<file path="config.mk">
export PLATFORM = sky130hd
export DESIGN_NAME = seven_seg_scan_capture
export DESIGN_NICKNAME = d
export VERILOG_FILES = /design/src/rtl/seven_seg_scan_capture_pkg.sv /design/src/rtl/seven_seg_scan_capture_decode.sv /design/src/rtl/seven_seg_scan_capture.sv
export SDC_FILE = /design/constraint.sdc
export NUM_CORES = 1
export LEC_CHECK = 0
export ABC_CLOCK_PERIOD_IN_PS = 7400
export CAP_MARGIN = 10
export CORE_AREA = 4 4 97 80
export CTS_CLUSTER_SIZE = 16
export DETAILED_ROUTE_END_ITERATION = 10
export DIE_AREA = 0 0 101 84
export MAX_ROUTING_LAYER = met4
export PLACE_DENSITY = 0.76
export SYNTH_ARGS = -nofsm -noshare
export SYNTH_HDL_FRONTEND = slang
export SYNTH_HIERARCHICAL = 1
export SYNTH_SLANG_ARGS = --single-unit
</file>
<file path="constraint.sdc">
create_clock -name clk -period 7.4 [get_ports clk]
set_clock_uncertainty 0.15 [all_clocks]
set_input_delay 0.74 -clock clk [delete_from_list [all_inputs] [get_ports clk]]
set_output_delay 0.74 -clock clk [all_outputs]
set_load 0.05 [all_outputs]
</file>
<file path="src/rtl/seven_seg_scan_capture_pkg.sv">
// Glyph table and state encodings shared by the seven-segment capture and the LED driver.
// Segment order is {A,B,C,D,E,F,G}, active-low (0 = lit).
package seven_seg_scan_capture_pkg;

    localparam logic [6:0] GLYPH_0 = 7'b0000001;
    localparam logic [6:0] GLYPH_1 = 7'b1001111;
    localparam logic [6:0] GLYPH_2 = 7'b0010010;
    localparam logic [6:0] GLYPH_3 = 7'b0000110;
    localparam logic [6:0] GLYPH_4 = 7'b1001100;
    localparam logic [6:0] GLYPH_5 = 7'b0100100;
    localparam logic [6:0] GLYPH_6 = 7'b0100000;
    localparam logic [6:0] GLYPH_7 = 7'b0001111;
    localparam logic [6:0] GLYPH_8 = 7'b0000000;
    localparam logic [6:0] GLYPH_9 = 7'b0000100;
    localparam logic [6:0] GLYPH_A = 7'b0001000;
    localparam logic [6:0] GLYPH_B = 7'b1100000;
    localparam logic [6:0] GLYPH_C = 7'b0110001;
    localparam logic [6:0] GLYPH_D = 7'b1000010;
    localparam logic [6:0] GLYPH_E = 7'b0110000;
    localparam logic [6:0] GLYPH_F = 7'b0111000;
    localparam logic [6:0] BLANK   = 7'h7F;

    localparam int NUM_DIGITS = 4;
    localparam int BUS_W      = 12;

    typedef enum logic [1:0] {
        ST_IDLE  = 2'd0,
        ST_TRACK = 2'd1,
        ST_EMIT  = 2'd2
    } state_t;

    typedef struct packed {
        logic [3:0] an;
        logic [6:0] seg;
        logic       dp;
    } bus_t;

endpackage

</file>
<file path="src/rtl/seven_seg_scan_capture_decode.sv">
// Combinational seven-segment pattern to hex decoder.
// Flags blank (all segments dark) separately from non-glyph patterns.
module seven_seg_decode
    import seven_seg_scan_capture_pkg::*;
(
    input  logic [6:0] seg,
    output logic       valid,
    output logic       blank,
    output logic [3:0] hex
);

    always_comb begin
        valid = 1'b1;
        hex   = 4'h0;
        blank = (seg == BLANK);
        case (seg)
            GLYPH_0: hex = 4'h0;
            GLYPH_1: hex = 4'h1;
            GLYPH_2: hex = 4'h2;
            GLYPH_3: hex = 4'h3;
            GLYPH_4: hex = 4'h4;
            GLYPH_5: hex = 4'h5;
            GLYPH_6: hex = 4'h6;
            GLYPH_7: hex = 4'h7;
            GLYPH_8: hex = 4'h8;
            GLYPH_9: hex = 4'h9;
            GLYPH_A: hex = 4'hA;
            GLYPH_B: hex = 4'hB;
            GLYPH_C: hex = 4'hC;
            GLYPH_D: hex = 4'hD;
            GLYPH_E: hex = 4'hE;
            GLYPH_F: hex = 4'hF;
            default: valid = 1'b0;
        endcase
    end

endmodule

</file>
<file path="src/rtl/seven_seg_scan_capture.sv">
// Receive side of a scanned 4-digit seven-segment bus; rebuilds 16-bit frames.
// Optional SEG_CAPTURE_DP_EN stores the per-digit decimal point into dp_out.
module seven_seg_scan_capture
    import seven_seg_scan_capture_pkg::*;
#(
    parameter int SETTLE_CYCLES = 4,
    parameter int CNT_W         = 8
) (
    input  logic        clk,
    input  logic        reset,
    input  logic        an3,
    input  logic        an2,
    input  logic        an1,
    input  logic        an0,
    input  logic        A,
    input  logic        B,
    input  logic        C,
    input  logic        D,
    input  logic        E,
    input  logic        F,
    input  logic        G,
    input  logic        dp,
    output logic [15:0] chars,
    output logic        frame_valid,
    output logic        seg_err,
    output logic        multi_an_err,
    output logic [3:0]  dp_out
);

    localparam logic [CNT_W-1:0] CAP_AT  = CNT_W'(SETTLE_CYCLES - 2);
    localparam logic [CNT_W-1:0] CNT_MAX = '1;

    bus_t             raw;
    bus_t             s1;
    bus_t             s2;
    bus_t             prev;
    logic [CNT_W-1:0] cnt;
    logic             same;
    logic             cap;

    logic [3:0]       an_act;
    logic [2:0]       n_act;
    logic [1:0]       idx;

    logic             dec_valid;
    logic             dec_blank;
    logic [3:0]       dec_hex;

    logic             wr;
    logic             bad;
    logic             multi;
    logic             emit;

    logic [3:0][3:0]  digits;
    logic [3:0]       seen;
    logic [3:0]       seen_nxt;
    state_t           state;
    state_t           state_nxt;

    assign raw = '{an: {an3, an2, an1, an0},
                   seg: {A, B, C, D, E, F, G},
                   dp: dp};

    // Idle bus level (everything dark) so reset release looks like no activity
    always_ff @(posedge clk or negedge reset) begin
        if (!reset) begin
            s1 <= '1;
            s2 <= '1;
        end else begin
            s1 <= raw;
            s2 <= s1;
        end
    end

    assign same = (s2 == prev);
    assign cap  = same && (cnt == CAP_AT);

    always_ff @(posedge clk or negedge reset) begin
        if (!reset) begin
            prev <= '1;
            cnt  <= '0;
        end else begin
            prev <= s2;
            if (!same)
                cnt <= '0;
            else if (cnt != CNT_MAX)
                cnt <= cnt + CNT_W'(1);
        end
    end

    assign an_act = ~s2.an;

    always_comb begin
        n_act = 3'd0;
        idx   = 2'd0;
        for (int i = 0; i < NUM_DIGITS; i++) begin
            n_act = n_act + 3'(an_act[i]);
            if (an_act[i])
                idx = 2'(i);
        end
    end

    seven_seg_decode u_dec (
        .seg   (s2.seg),
        .valid (dec_valid),
        .blank (dec_blank),
        .hex   (dec_hex)
    );

    assign wr    = cap && (n_act == 3'd1) && dec_valid;
    assign bad   = cap && (n_act == 3'd1) && !dec_valid && !dec_blank;
    assign multi = cap && (n_act > 3'd1);
    assign emit  = (state == ST_EMIT);

    // EMIT clears seen first, so a capture in that cycle starts the next frame
    always_comb begin
        seen_nxt = emit ? 4'b0000 : seen;
        if (wr)
            seen_nxt[idx] = 1'b1;
        if (bad)
            seen_nxt[idx] = 1'b0;
    end

    always_comb begin
        state_nxt = state;
        case (state)
            ST_IDLE: begin
                if (wr)
                    state_nxt = ST_TRACK;
            end
            ST_TRACK: begin
                if (seen_nxt == 4'b1111)
                    state_nxt = ST_EMIT;
            end
            ST_EMIT: state_nxt = ST_TRACK;
            default: state_nxt = ST_IDLE;
        endcase
    end

    always_ff @(posedge clk or negedge reset) begin
        if (!reset) begin
            state <= ST_IDLE;
            seen  <= 4'b0000;
        end else begin
            state <= state_nxt;
            seen  <= seen_nxt;
        end
    end

    always_ff @(posedge clk or negedge reset) begin
        if (!reset) begin
            digits <= '0;
        end else if (wr) begin
            digits[idx] <= dec_hex;
        end
    end

    always_ff @(posedge clk or negedge reset) begin
        if (!reset) begin
            chars        <= 16'h0000;
            frame_valid  <= 1'b0;
            seg_err      <= 1'b0;
            multi_an_err <= 1'b0;
        end else begin
            frame_valid  <= emit;
            seg_err      <= bad;
            multi_an_err <= multi;
            if (emit)
                chars <= digits;
        end
    end

`ifdef SEG_CAPTURE_DP_EN
    logic [3:0] dp_reg;
    logic [3:0] dp_q;

    always_ff @(posedge clk or negedge reset) begin
        if (!reset) begin
            dp_reg <= 4'b0000;
            dp_q   <= 4'b0000;
        end else begin
            if (wr)
                dp_reg[idx] <= ~s2.dp;
            if (emit)
                dp_q <= dp_reg;
        end
    end

    assign dp_out = dp_q;
`else
    assign dp_out = 4'b0000;
`endif

endmodule

</file>
==> metrics.md <==
| Metric | Value |
|---|---|
| Number of port buffers | `32` |
| Part of the power in registers | `0.564` |
| Initial standard-cell utilization of the core | `0.537` |
| Number of buffers added to fix hold violations after cts | `0` |
| Synthesized instance count | `315` |
| Clk network pwr share | `0.383` |
| Dpl cells | `424` |
| Crit. End Element | `flop` |
| Count of synthesis-stage warnings from yosys | `6` |
| Pwr Total | `between 800 and 900 µW` |
| Portion of total power attributed to combinational logic | `0.053` |
| Post-cts repair resize count | `0` |
| Vias post-DR | `2,352` |
| Worst-path clk slew | `0.09 ns` |
| Type of the setup path with the least slack | `flop to flop` |
| Largest driver fanout on the critical path | `9` |
| Number of distinct standard cells referenced by the synthesized netlist | `between 50 and 60` |
| Longest individual stage delay on the worst path | `0.63 ns` |
| Synthesized cell area | `0.00364 mm²` |
| Clk Tree Root Cell | `sky130_fd_sc_hd__clkbuf_8` |
| Unrepaired setup endpoints after global routing | `no` |
| Count of flip-flops with a built-in enable after synthesis | `0` |
| Global route total overflow | `0` |
| Number of setup violations in the final report | `0` |
| Placement Rows | `27` |
| Routability congestion estimate | `0.856` |
| Period utilization | `0.426` |
| Net count of the finished layout | `368` |
| Max-Slew Margin vs Limit | `0.324` |
| Floorplan Core Area | `0.00679 mm²` |
| Remaining design rule violation count | `0` |
| Arr. time, crit path | `between 3 and 4 ns` |
| Antenna-violating nets left | `0` |
| Overall die width | `101 µm` |
| First DRT Iteration DRCs | `131` |
| Global-route usage over all layers | `0.172` |
| Die Ht | `84 µm` |
| Per-cell routed wire length | `14.3 µm` |
| TritonCTS clock tree | `yes` |
| Cell Int Power | `668 µW` |
| Final hold violations | `0` |
| Number of antenna violations at the first check in global routing | `0` |
| Run status | `completed` |
| Post-Synthesis Mean Instance Area | `11.6 µm²` |
| Dominant synthesized flop cell | `sky130_fd_sc_hd__dfrtp_1` |
| Detail Placement HPWL | `4310 µm` |
| Fraction of final layout cells sized beyond drive strength 1 | `0.229` |
| Lkg Pwr | `0.00189 µW` |
| Switching power of the nets | `210 µW` |
| Top Ports | `37` |
| Number of pins with negative max-slew slack in the final report | `0` |
| Number of standard cells in the final layout excluding fillers | `440` |
| Worst vdd ir | `149 µV` |
| Pin count of the biggest net entering global routing | `86` |
| Total of flip-flops plus latches after synthesis | `85` |
| Skew-Pair Late Insertion Delay | `0.36 ns` |
| Total power per unit cell area | `between 200 and 250 mW/mm²` |
| Sequential cell area fraction in the yosys report | `0.596` |
| Crit path launch type | `flop` |
| Num Clock Sinks | `85` |
| Final routed wirelength across all metal layers | `about 6300 µm` |
| Final total negative setup slack | `0 ns` |
| Via count of the first global-routing pass | `2,392` |
| Area added between synthesis and finish | `15.3%` |
| Minimum clock period | `3.16 ns` |
| Buffer count from post-CTS setup fixing | `0` |
| Global-route wire length before repair | `11,300 µm` |
| Share of async-settable or async-resettable flops after synthesis | `1.00` |
| Maximum level of the CTS H-tree | `3` |
| Drt pass-1 iters | `4` |
| # diodes | `0` |
| Via density per instance | `5.35` |
| Maximum number of buffers from clock root to sink | `2` |
| Data required time at the worst endpoint | `7.50 ns` |
| CTS buffer count | `9` |
| Maximum Capacitance Violations | `0` |
| Fraction of power spent switching nets | `0.239` |
| Slew @ Worst Pin | `1.01 ns` |
| Die area | `between 0.008 and 0.009 mm²` |
| Slowest cell on crit path | `sky130_fd_sc_hd__dfstp_2` |
| Critical path cell sequence | `fa_1 > inv_1 > ha_1 > inv_1 > ha_1 > nor2_1 > nand3_1 > or3_1 > a2bb2oi_1 > a41oi_1 > a41o_1 > o21ai_1` |
| Highest clock frequency the design can meet | `317 MHz` |
| Type of the most critical hold path | `flop to flop` |
-- metal layers --
metal,part of all wire,track usage,vias to the layer above
li1,-,-,1143
met5,0,-,-
met2,0.46,0.241,76
met1,0.48,0.236,1128
met4,0.0094,0.0676,0
met3,0.058,0.0501,5
-- Yosys cell counts (all sizes together), types with 3 or more instances --
| cell | number | share of area |
|---|---|---|
| o21ai | 5 | 0.0069 |
| buf | 9 | 0.020 |
| or4b | 3 | 0.010 |
| or3 | 4 | 0.0082 |
| nor4 | 11 | 0.025 |
| clkbuf | 5 | 0.0055 |
| and3 | 4 | 0.0069 |
| nor2 | 23 | 0.024 |
| a21oi | 5 | 0.0079 |
| nand3 | 5 | 0.0069 |
| mux2 | 16 | 0.054 |
| a31oi | 4 | 0.0069 |
| nand4 | 7 | 0.014 |
| xor2 | 16 | 0.038 |
| inv | 9 | 0.0093 |
| ha | 5 | 0.017 |
| dfstp | 36 | 0.26 |
| nor3 | 8 | 0.011 |
| dfrtp | 49 | 0.34 |
| nand2 | 59 | 0.061 |
-- worst paths after layout --
kind	from	endpoint	slack (ns)	cells after the start
max in group asynchronous	reset	cnt[5]	6.04	1
min	s1[2]	s2[2]	0.21	0
max reg2reg	s2[11]	state[0]	4.24	12
min in group asynchronous	reset	digits[12]	0.43	1
min reg2reg	s1[2]	s2[2]	0.21	0
max	s2[11]	state[0]	4.24	12
-- cell type report --
cell class              count  area (µm²)
fillers                   535        2590
flip-flops and latches     85        2170
multi-input cells         209        1360
repair buffers             33         325
clock buffers              10         138
well taps                  87         109
clock inverters             6        67.6
inverters                  10        37.5
-- power groups by stage --
| stage | registers, µW | clock network, µW | logic, µW |
|---|---|---|---|
| final | 495 | 336 | 46.9 |
| after global routing | 497 | 369 | 53.4 |
| after CTS | 495 | 349 | 47.6 |
| after detailed placement | 503 | 0 | 47.3 |
| after global placement | 503 | 0 | 46.2 |
| after floorplan | 496 | 0 | 34.0 |
-- cell usage in the layout, fill, tap and decap left out, types with 3 or more instances in the layout --
cell,netlist,routed
sky130_fd_sc_hd__a21oi_1,4,4
sky130_fd_sc_hd__a31oi_1,4,4
sky130_fd_sc_hd__and3_1,4,4
sky130_fd_sc_hd__clkbuf_8,0,10
sky130_fd_sc_hd__clkdlybuf4s50_1,0,31
sky130_fd_sc_hd__conb_1,1,4
sky130_fd_sc_hd__dfrtp_1,49,49
sky130_fd_sc_hd__dfstp_2,36,36
sky130_fd_sc_hd__ha_1,5,5
sky130_fd_sc_hd__inv_1,9,9
sky130_fd_sc_hd__mux2_2,12,12
sky130_fd_sc_hd__mux2_4,4,4
sky130_fd_sc_hd__nand2_1,59,59
sky130_fd_sc_hd__nand3_1,5,5
sky130_fd_sc_hd__nand4_1,6,6
sky130_fd_sc_hd__nor2_1,23,23
sky130_fd_sc_hd__nor3_1,8,8
sky130_fd_sc_hd__nor4_1,9,9
sky130_fd_sc_hd__o21ai_0,3,3
sky130_fd_sc_hd__or3_1,3,3
sky130_fd_sc_hd__xor2_1,16,16
-- metrics by stage --
step                      utilization  cell area (µm²)  setup WS (ns)  hold WS, ns
after floorplan                     -             3660           4.45        0.195
after global placement          0.589             4000           4.33        0.195
after detailed placement        0.589             4000           4.23        0.197
after CTS                       0.619             4200           4.24        0.210
after global routing            0.619             4200           3.98        0.213
final                           0.619             4200           4.24        0.208
-- registers in the layout, summed over array words and instances, names as in the netlist, 2 cells and up --
| signal | count |
|---|---|
| s1 | 12 |
| seen | 4 |
| s2 | 12 |
| cnt | 8 |
| prev | 12 |
| digits | 16 |
| chars | 16 |
| state | 2 |
-- logic make-up after synthesis --
kind of cell             synth area share
XOR/XNOR                           0.0433
other                             0.00103
adder cells (fa/ha/maj)            0.0227
AO/OA/AOI/OAI                      0.0525
multiplexers                       0.0536
flip-flops                          0.596
AND/OR/NAND/NOR                     0.196
buffers and inverters              0.0354
-- critical path, delay by kind of cell (launching register included) --
kind | cells | cell delay, ns
buf+inv | 2 | 0.12
simple gates | 3 | 0.62
flops | 1 | 0.63
compound gates | 4 | 0.67
fa+ha+maj | 3 | 0.87
(Power assumes the default switching activity.)
